$ cat src/rtl/switch_cmd_router.sv
// Board switch front-end: synchronises switches/mode/button, debounces the button,
// and on each press either commits a config word or issues one TX FIFO write.
module switch_cmd_router #(
    parameter int unsigned      DATA_W      = 8,
    parameter int unsigned      CFG_W       = 6,
    parameter int unsigned      SW_W        = 8,
    parameter int unsigned      DEB_CYCLES  = 16,
    parameter int unsigned      SYNC_STAGES = 2,
    parameter logic [CFG_W-1:0] CFG_RST     = '0
) (
    input  logic              i_clk,
    input  logic              i_rst_n,
    input  logic [SW_W-1:0]   i_switches,
    input  logic              i_sel,
    input  logic              i_btn,
    input  logic              i_fifo_full,
    output logic [DATA_W-1:0] o_wr_data,
    output logic              o_wr_en,
    output logic [CFG_W-1:0]  o_config,
    output logic              o_cfg_upd,
    output logic              o_busy,
    output logic              o_drop
);

    localparam int unsigned CNT_W = (DEB_CYCLES > 2) ? $clog2(DEB_CYCLES) : 1;

    typedef enum logic {ST_IDLE, ST_WAIT} state_t;

    logic [SYNC_STAGES-1:0][SW_W-1:0] sw_sync_q, sw_sync_d;
    logic [SYNC_STAGES-1:0]           sel_sync_q, sel_sync_d;
    logic [SYNC_STAGES-1:0]           btn_sync_q, btn_sync_d;
    logic [SW_W-1:0]                  sw_s;
    logic                             sel_s, btn_s;

    logic [CNT_W-1:0]  cnt_q, cnt_d;
    logic              deb_q, deb_d;
    logic              press_q, press_d;

    state_t            state_q, state_d;
    logic [DATA_W-1:0] wr_data_q, wr_data_d;
    logic              wr_en_q, wr_en_d;
    logic [CFG_W-1:0]  config_q, config_d;
    logic              cfg_upd_q, cfg_upd_d;
    logic              busy_q, busy_d;
    logic              drop_q, drop_d;

    assign sw_s  = sw_sync_q[SYNC_STAGES-1];
    assign sel_s = sel_sync_q[SYNC_STAGES-1];
    assign btn_s = btn_sync_q[SYNC_STAGES-1];

    always_comb begin
        sw_sync_d  = {sw_sync_q[SYNC_STAGES-2:0], i_switches};
        sel_sync_d = {sel_sync_q[SYNC_STAGES-2:0], i_sel};
        btn_sync_d = {btn_sync_q[SYNC_STAGES-2:0], i_btn};

        // Level flips only after DEB_CYCLES consecutive differing samples.
        deb_d = deb_q;
        cnt_d = '0;
        if (btn_s != deb_q) begin
            if (cnt_q == CNT_W'(DEB_CYCLES - 1)) begin
                deb_d = ~deb_q;
            end else begin
                cnt_d = cnt_q + CNT_W'(1);
            end
        end
        press_d = deb_d & ~deb_q;

        state_d   = state_q;
        wr_data_d = wr_data_q;
        config_d  = config_q;
        busy_d    = busy_q;
        wr_en_d   = 1'b0;
        cfg_upd_d = 1'b0;
        drop_d    = 1'b0;

        case (state_q)
            ST_IDLE: begin
                if (press_q) begin
                    if (!sel_s) begin
                        config_d  = sw_s[CFG_W-1:0];
                        cfg_upd_d = 1'b1;
                    end else begin
                        wr_data_d = sw_s[DATA_W-1:0];
                        if (!i_fifo_full) begin
                            wr_en_d = 1'b1;
                        end else begin
                            state_d = ST_WAIT;
                            busy_d  = 1'b1;
                        end
                    end
                end
            end
            ST_WAIT: begin
                // A press here is dropped even on the cycle the write drains.
                drop_d = press_q;
                if (!i_fifo_full) begin
                    wr_en_d = 1'b1;
                    busy_d  = 1'b0;
                    state_d = ST_IDLE;
                end
            end
            default: state_d = ST_IDLE;
        endcase
    end

    always_ff @(posedge i_clk or negedge i_rst_n) begin
        if (!i_rst_n) begin
            sw_sync_q  <= '0;
            sel_sync_q <= '0;
            btn_sync_q <= '0;
            cnt_q      <= '0;
            deb_q      <= 1'b0;
            press_q    <= 1'b0;
            state_q    <= ST_IDLE;
            wr_data_q  <= '0;
            wr_en_q    <= 1'b0;
            config_q   <= CFG_RST;
            cfg_upd_q  <= 1'b0;
            busy_q     <= 1'b0;
            drop_q     <= 1'b0;
        end else begin
            sw_sync_q  <= sw_sync_d;
            sel_sync_q <= sel_sync_d;
            btn_sync_q <= btn_sync_d;
            cnt_q      <= cnt_d;
            deb_q      <= deb_d;
            press_q    <= press_d;
            state_q    <= state_d;
            wr_data_q  <= wr_data_d;
            wr_en_q    <= wr_en_d;
            config_q   <= config_d;
            cfg_upd_q  <= cfg_upd_d;
            busy_q     <= busy_d;
            drop_q     <= drop_d;
        end
    end

    assign o_wr_data = wr_data_q;
    assign o_wr_en   = wr_en_q;
    assign o_config  = config_q;
    assign o_cfg_upd = cfg_upd_q;
    assign o_busy    = busy_q;
    assign o_drop    = drop_q;

endmodule

$ cat config.mk
export PLATFORM = sky130hd
export DESIGN_NAME = switch_cmd_router
export DESIGN_NICKNAME = d
export VERILOG_FILES = /design/src/rtl/switch_cmd_router.sv
export SDC_FILE = /design/constraint.sdc
export NUM_CORES = 1
export LEC_CHECK = 0
export BUFFER_PORTS_ARGS = -buffer_cell sky130_fd_sc_hd__buf_2
export CAP_MARGIN = 20
export CORE_MARGIN = 4
export CORE_UTILIZATION = 40
export CTS_CLUSTER_DIAMETER = 100
export DETAILED_ROUTE_END_ITERATION = 12
export GPL_ROUTABILITY_DRIVEN = 0
export HOLD_SLACK_MARGIN = 0.12
export PLACE_DENSITY = 0.64
export SKIP_LAST_GASP = 1
export SLEW_MARGIN = 10
export SYNTH_ARGS = -nofsm -noshare
export SYNTH_HDL_FRONTEND = slang
export SYNTH_SLANG_ARGS = --single-unit
$ cat constraint.sdc
create_clock -name i_clk -period 1.7 [get_ports i_clk]
set_input_delay 0.34 -clock i_clk [delete_from_list [all_inputs] [get_ports i_clk]]
set_output_delay 0.34 -clock i_clk [all_outputs]
set_load 0.01 [all_outputs]
# Word level (Yosys, flattened, before mapping)

Index checks and enable logic that the tools add are counted.

Add/subtract/negate cells: 1
Equal/unequal tests: 6
Mux-type cells: 21
Bitwise gates (word level): 4
Reduce and logical (&&, ||, !) cells: 3

Operators by type and width:

| kind                | number |
|---|---|
| $mux 1              | 16 |
| $mux 4              | 2 |
| $ne 2x2->1 const B  | 4 |
| $pmux 1 s2          | 3 |
| $reduce_and 3->1    | 2 |
| $add 4x1->4 const B | 1 |
| $eq 4x4->1 const B  | 1 |
| $reduce_and 4->1    | 1 |
| $not 1->1           | 3 |
| $and 1x1->1         | 1 |
| $ne 1x1->1          | 1 |

Bits in registers: 45
Bits of input ports: 13
Output and inout bits: 18
Logic and storage cells: 49

# Logic depth before layout (Yosys ltp)

Gate-level depths: netlist of the first run.

Word-level depth: 4
Gate-level depth with buffers: 4
Depth with buffers taken out: 4

# Worst setup path before layout of the first run

Ideal clock, no wire load.

Kind: register to register
Start point: reg state_q
End point: reg config_q[0] (netlist: o_config[0])
Library setup time: 0.125 ns
Data arrival time: 1.089 ns
Data required time: 1.575 ns
Path slack: 0.486 ns
Cell stages (with the launch flop): 3
Path buffers: 0
Clock period less this slack: 1.214 ns
Path through: dfrtp_1 > nor3b_4 > mux2_2

Word-level cells in the longest chain between the ends: 2

RTL lines:

| what                       | RTL line | source |
|---|---|---|
| start: declaration         | 39       | `state_t state_q, state_d;` |
| start signal: assignment   | 128      | `state_q <= state_d;` |
| $not 1->1 (no line)        | n/a      |  |
| $reduce_and 3->1 (no line) | n/a      |  |
| end signal: assignment     | 131      | `config_q <= config_d;` |
| end: declaration           | 42       | `logic [CFG_W-1:0] config_q, config_d;` |

Every way passes these cells.
A chain may end at the register's enable or synchronous reset.

# Final worst setup path of the first run

Start point: reg state_q
End point: reg config_q[5] (netlist: o_config[5])

The elaborated chain is that of the path after synthesis.

==> results of run 1 <==
==> stage by stage <==
| stage | setup slack, ns | cells | hold WS (ns) | instance area (µm²) | util (%) |
|---|---|---|---|---|---|
| 3_5_place_dp | 0.353 | 159 | 0.333 | 1680 | 49.2 |
| 4_1_cts | 0.340 | 178 | 0.151 | 1850 | 54.0 |
| 5_1_grt | 0.314 | 178 | 0.146 | 1850 | 54.0 |
| 3_3_place_gp | 0.410 | 159 | 0.327 | 1680 | 49.2 |
| 6_report | 0.377 | 178 | 0.173 | 1850 | 54.0 |
| 2_1_floorplan | 0.486 | 82 | 0.0444 | 1450 | - |
==> how the worst max path moves through the flow <==
stage,to,slack (ns),depth (start not counted)
after global routing,o_config[5],0.31,2
after global placement,o_config[0],0.41,2
after CTS,o_config[5],0.34,2
final,o_config[5],0.38,2
after detailed placement,o_config[0],0.35,2
after floorplan,o_config[0],0.49,2
==> state kept, by name (all words and copies together), names as in the netlist <==
name	cells
sw_s	8
sw_sync_d	8
press_q	1
sel_sync_q	2
o_wr_data	8
o_busy	1
state_q	1
deb_q	1
btn_sync_q	2
cnt_q	4
o_drop	1
o_config	6
o_wr_en	1
o_cfg_upd	1
==> where the power goes <==
group	total (W)	switching [W]	internal, W
Sequential	0.00112	0.0000156	0.00110
Combinational	0.0000728	0.0000336	0.0000392
Clock	0.000493	0.000331	0.000162
==> cell usage in the layout (no fill, tap or decap) <==
master / count
inv_1: 2
o21ai_0: 1
and2_2: 1
nand3_1: 1
buf_2: 30
mux2_2: 15
nor2_1: 2
clkbuf_1: 1
xnor2_1: 2
a21oi_1: 3
dlygate4sd3_1: 11
buf_12: 1
ha_1: 1
clkinvlp_4: 2
nor3b_4: 1
clkbuf_4: 5
nor3b_1: 2
nor2b_1: 2
o2bb2ai_1: 1
dfrtp_1: 45
nand2_1: 1
nand4b_1: 1
nand3b_2: 1
==> final cells by class <==
cell class	count	area share, %
Tap cell	46	3.12
Sequential cell	45	61.0
Multi-Input combinational cell	35	17.2
Timing Repair Buffer	42	15.2
Clock buffer	6	2.24
Inverter	2	0.407
Clock inverter	2	0.814
==> logic make-up (layout without fill, tap and decap cells) <==
logic type	after synthesis	in the layout	share of synthesized area, %
and+or+nand+nor	12	12	6.21
buffers and inverters	2	52	0.517
muxes	15	15	11.6
adders and majority gates	1	1	0.862
xor gates and xnor gates	2	2	1.21
DFF	45	45	77.6
AOI/OAI and AO/OA	5	5	1.98
==> metal layers <==
layer  track usage (%)  routed length, µm  vias to the layer above  share of wire (%)
li1                  -                  -                      378                  -
met1              13.5                976                      383                 41
met2              19.9               1190                       21                 50
met3              4.93                147                        6                6.2
met4              7.44                 59                        0                2.5
met5                 0                  0                        -                  0
==> results.md, run 1 <==
* Highest clock rate at ~760 MHz
* Drt drc at 0
* Antenna Diode Count at 0
* Die Area at 4660 µm²
* Port Buffers at 30
* Tot Pwr at 0.00168 W
* RSZ-0062 raised after global routing: false
* Top cells by instance count after synthesis: dfrtp_1, mux2_2, a21oi_1
* Resize count post-CTS at 0
* Pwr dens at between 900 and 1000 nW/µm²
* WP buf/inv at 0
* Syn Inst Count at a little over 80
* Fill count at 305
* Max-slew headroom at 75.8%
* CP Launch Point: state_q
* Final WL at about 2.4 mm
* Hold Crit Class: primary input to flip-flop
* 1st-iter DRT viols at 20
* Rows at 21
* Synth Net Count at 96
* Clock root buffer: clkbuf_4
* First-pass GRT wire length at a little under 4 mm
* Hold Path Origin: i_fifo_full
* Post-route clock skew at 0.0104 ns
* Final setup fails at 0
* Multi-input combinational cell area at roughly 320 µm²
* Slew at the pin closest to its max-slew limit at around 0.36 ns
* Ports at 31
* Largest net degree at the start of global routing at 46
* Total negative slack at 0 ns
* Avg Vias per Cell at between 4 and 5
* Core area at around 3400 µm²
* Register area at 1130 µm²
* Most used DFF post-synth: dfrtp_1
* Clk Latency, worst-skew pair at roughly 0.35 ns
* Slew Limit Fails at 0
* Detailed Routing Iterations Pass 1 at 4
* Asr flop ratio synth at 100%
* Post-synth cell types at 17
* Slowest-stage cell, CP: dfrtp_1
* Crit end category: flip-flop
* Vias in the first global route at 852
* Leakage at a little over 0.9 nW
* Max_cap viols at 0
* Crit start category: flip-flop
* Initial core utilization at between 40% and 50%
* R2r setup slk at roughly 0.38 ns
* Critical path fanouts, max at 7
* Flops & latches, synth at 45
* VDD IR-drop max at 0.708 mV
* Fin. Hold Viols at 0
* Synth area leader: dfrtp_1
* Top cells by area, synth: dfrtp_1, mux2_2, nor3b_4
* Count leader, synth: dfrtp_1
* Cell chain of the critical path: nor3b_4 -> mux2_2
* Area Growth Syn to Fin at 27.2%
* Critical Path Max Stage Delay at 0.46 ns
* Final nets at between 100 and 150
* GRT overflow at 0
* Routed length per instance at approximately 13 µm
* Cts bufs inserted at 5
* Cell Area, Synth at around 1500 µm²
* Count of flip-flops with a built-in enable after synthesis at 0
* Final worst path period share at about 78%
* CTS tree: built
* Clock transition at path regs at between 0.1 and 0.15 ns
* Post-CTS Hold Fix Bufs at 11
* Via count at 788
* Initial antenna violation count at 0
* Clock Path Buffers at 2
* Register-to-Register Path Depth at 2
* Die Ht at around 68 µm
* WHS Path Cells at 2
* Kind of cell adding the most delay to the critical path: flip-flops
* Req. time, crit path at ~1.9 ns
* Htree depth at 2
* Die Wd at 68.2 µm
* Reg2reg start: state_q
* Worst Hold End: o_wr_en
* Crit path time final at 1.32 ns
* Post-DP HPWL at around 1.6 mm
* All-Layer GR Usage at roughly an eighth
* Run status: finished clean
* DRT antenna net count at 0
* Num Clock Sinks at between 40 and 50
* Post-synthesis area per instance at about 18 µm²
* Ys Warns at 0
* FF-to-FF End: o_config[5]
* WP data arrival at approximately 1.6 ns
* Share of cells above drive strength 1 at roughly 42%
* Critical path class: flip-flop to flip-flop
* Seq/Total Area, Yosys at between 70 and 80%
* Setup bufs post-CTS at 0
* Post-synth top area share at between 70 and 80%
(Power assumes the default switching activity.)
==> inputs of run 2 (changes only) <==
ABC_AREA = 1   (was not set)
PLACE_DENSITY = 0.63   (was 0.64)
clock period = 1.3 ns   (was 1.7 ns; I/O delays follow)
==> results.md, run 2 <==
* Post-synth cell types at 16 (-1)
* Power share of the combinational group at 4.6% (+0.3 points)
* Tot Pwr at 0.00239 W (+42%)
* Most frequent cells in the layout: dfrtp_1, buf_2, nand2_1
* Total negative slack at 0 ns (unchanged)
* Routed length per instance at 10.6 µm (-20%)
* Drt drc at 0 (unchanged)
* Most used DFF post-synth: dfrtp_1
* Cell chain of the critical path: inv_2 -> nand3b_2 -> nand2_1 -> o21ai_2
* Placed cell count at 198 (+25%)
* Clock transition at path regs at 0.08 ns (-0.04 ns)
* Port Buffers at 30 (unchanged)
* Flops & latches, synth at 45 (unchanged)
* Share of cells above drive strength 1 at 35.7% (-6.7 points)
* All-Layer GR Usage at 10.6% (-1.7 points)
* Max-slew headroom at 75.8% (about the same)
* Most common cell after layout, fill and taps aside: dfrtp_1
* 1st-iter DRT viols at 41 (+110%)
* Post-synthesis area per instance at 12.9 µm² (-27%)
* Register-to-Register Path Depth at 4 (+2)
* Core area at 3720 µm² (+8.8%)
* Kind of cell adding the most delay to the critical path: simple AND/OR/NAND/NOR gates
* Resize count post-CTS at 0 (unchanged)
* Hold Path Origin: i_fifo_full
* VDD IR-drop max at 0.689 mV (-2.6%)
* WP buf/inv at 1 (+1)
* Rows at 22 (+4.8%)
* Run status: finished clean
* Highest clock rate at 854 MHz (+13%)
* Crit path time final at 1.17 ns (-0.151 ns)
* Slew at the pin closest to its max-slew limit at 0.361 ns (-0.00150 ns)
* Critical path class: flip-flop to flip-flop
* Post-DP HPWL at 1.54 mm (-4.4%)
* Synth area leader: dfrtp_1
* Top cells by instance count after synthesis: dfrtp_1, nand2_1, inv_1, o21ai_2, nand2_2
* Setup bufs post-CTS at 0 (unchanged)
* Post-synth top area share at 72.6% (-4.9 points)
* Syn Inst Count at 120 (+46%)
* FF-to-FF End: o_config[1]
* Crit start category: flip-flop
* Leakage at 1.04 nW (+11%)
* CTS tree: built
* Cell count along the critical path at 4 (+2)
* First-pass GRT wire length at 4.05 mm (+3.3%)
* Post-place instance area at 1770 µm² (+5.1%)
* Die Ht at 70.3 µm (+3.0%)
* Cell Area, Synth at 1550 µm² (+6.8%)
* Post-route clock skew at 0.00714 ns (-0.00327 ns)
* Power Internal at 0.00191 W (+47%)
* Avg Vias per Cell at 4.22 (-4.7%)
* Final core utilization at 52.8% (-1.2 points)
* Reg power frac at 60.8% (-5.6 points)
* Largest net degree at the start of global routing at 46 (unchanged)
* Count leader, synth: dfrtp_1
* Detailed Routing Iterations Pass 1 at 4 (unchanged)
* Critical path fanouts, max at 13 (+6)
* Worst Hold End: o_wr_en
* Via count at 911 (+16%)
* Fin. Hold Viols at 0 (unchanged)
* Final worst path period share at 90.1% (+12 points)
* Final non-filler cell total at 216 (+21%)
* Max_cap viols at 0 (unchanged)
* Asr flop ratio synth at 100% (unchanged)
* Crit end category: flip-flop
* Final setup fails at 0 (unchanged)
* Slew Limit Fails at 0 (unchanged)
* Top cells by area, synth: dfrtp_1, o21ai_2, nand2_1
* Req. time, crit path at 1.47 ns (-0.47 ns)
* Htree depth at 2 (unchanged)
* WP data arrival at 1.34 ns (-0.23 ns)
* Length of routed wiring on met1 at 1.04 mm (+6.5%)
* Final WL at 2.29 mm (-3.4%)
* Slowest-stage cell, CP: dfrtp_1
* Initial antenna violation count at 0 (unchanged)
* Num Clock Sinks at 45 (unchanged)
* Seq/Total Area, Yosys at 72.6% (-4.9 points)
* Critical Path Max Stage Delay at 0.41 ns (-0.05 ns)
* RSZ-0062 raised after global routing: false
* Clock Path Buffers at 2 (unchanged)
* Clock power share at 34.6% (+5.3 points)
* Ys Warns at 0 (unchanged)
* Switching Fraction at 20.0% (-2.6 points)
* DRT antenna net count at 0 (unchanged)
* Reg2reg start: state_q
* Cts bufs inserted at 5 (unchanged)
* GRT overflow at 0 (unchanged)
* DR WL met2 at 1.09 mm (-8.7%)
* Area Growth Syn to Fin at 26.6%
* Synth Net Count at 134 (+40%)
* Die Wd at 70.3 µm (+3.0%)
* Top Metal Used: met4
* Hold Crit Class: primary input to flip-flop
* WHS Path Cells at 2 (unchanged)
* Final nets at 182 (+26%)
* WL met3 at 149 µm (+1.4%)
* Antenna Diode Count at 0 (unchanged)
* Design area at 1960 µm² (+6.3%)
* Vias in the first global route at 908 (+6.6%)
* Switching pwr at 0.000479 W (+26%)
* Pwr dens at 1220 nW/µm² (+34%)
* Clock root buffer: clkbuf_8
* Clk Latency, worst-skew pair at 0.28 ns (-0.07 ns)
* Ports at 31 (unchanged)
* Count of flip-flops with a built-in enable after synthesis at 0 (unchanged)
* Initial core utilization at 41.7% (-0.77 points)
* Die Area at 4940 µm² (+6.0%)
* R2r setup slk at 0.13 ns (-0.25 ns)
## run 2: cells by family (layout without fill, tap and decap cells)
| family | Yosys count | after routing | synth area share, % |
|---|---|---|---|
| simple gates | 39 | 39 | 12.3 |
| fa+ha+maj | 1 | 1 | 0.807 |
| buf+inv | 18 | 66 | 5.33 |
| flops | 45 | 45 | 72.6 |
| compound gates | 17 | 17 | 8.88 |
## run 2: per-layer routing
metal	vias up	global-route usage, %
met1	416	12.6
met5	-	0
met2	22	16.4
li1	471	-
met4	0	3.83
met3	2	5.47
## run 2: metrics by stage
| step | setup slack [ns] | hold slack [ns] |
|---|---|---|
| 4_1_cts | 0.120 | 0.158 |
| 2_1_floorplan | 0.273 | -0.0356 |
| 3_3_place_gp | 0.174 | 0.253 |
| 5_1_grt | 0.0471 | 0.163 |
| 6_report | 0.128 | 0.176 |
| 3_5_place_dp | 0.138 | 0.258 |
## run 2: worst max-delay path by stage
| stage | startpoint | end | slack, ns |
|---|---|---|---|
| floorplan | sel_sync_q[1] | o_config[2] | 0.27 |
| global placement | state_q | o_config[5] | 0.17 |
| detailed placement | state_q | o_config[1] | 0.14 |
| CTS | state_q | o_config[1] | 0.12 |
| global route | state_q | o_config[0] | 0.05 |
| finish | state_q | o_config[1] | 0.13 |
## run 2: area by class of cell
class	count	area (µm²)
Clock buffer	7	86.3
Fill cell	318	1750
Sequential cell	45	1130
Multi-Input combinational cell	57	342
Inverter	16	60.1
Tap cell	48	60.1
Timing Repair Buffer	43	288
## run 2: power groups by stage
| stage | registers (W) | logic, W | clock network, W |
|---|---|---|---|
| finish | 0.00145 | 0.000110 | 0.000828 |
| global route | 0.00146 | 0.000128 | 0.000922 |
| CTS | 0.00145 | 0.000113 | 0.000859 |
| detailed placement | 0.00148 | 0.0000885 | 0 |
| global placement | 0.00148 | 0.0000852 | 0 |
| floorplan | 0.00148 | 0.0000263 | 0 |
## run 2: timing repair
action	4_1_cts	5_1_grt
hold endpoints to repair	55	0
hold buffers	11	0
endpoints found under the setup margin	0	0
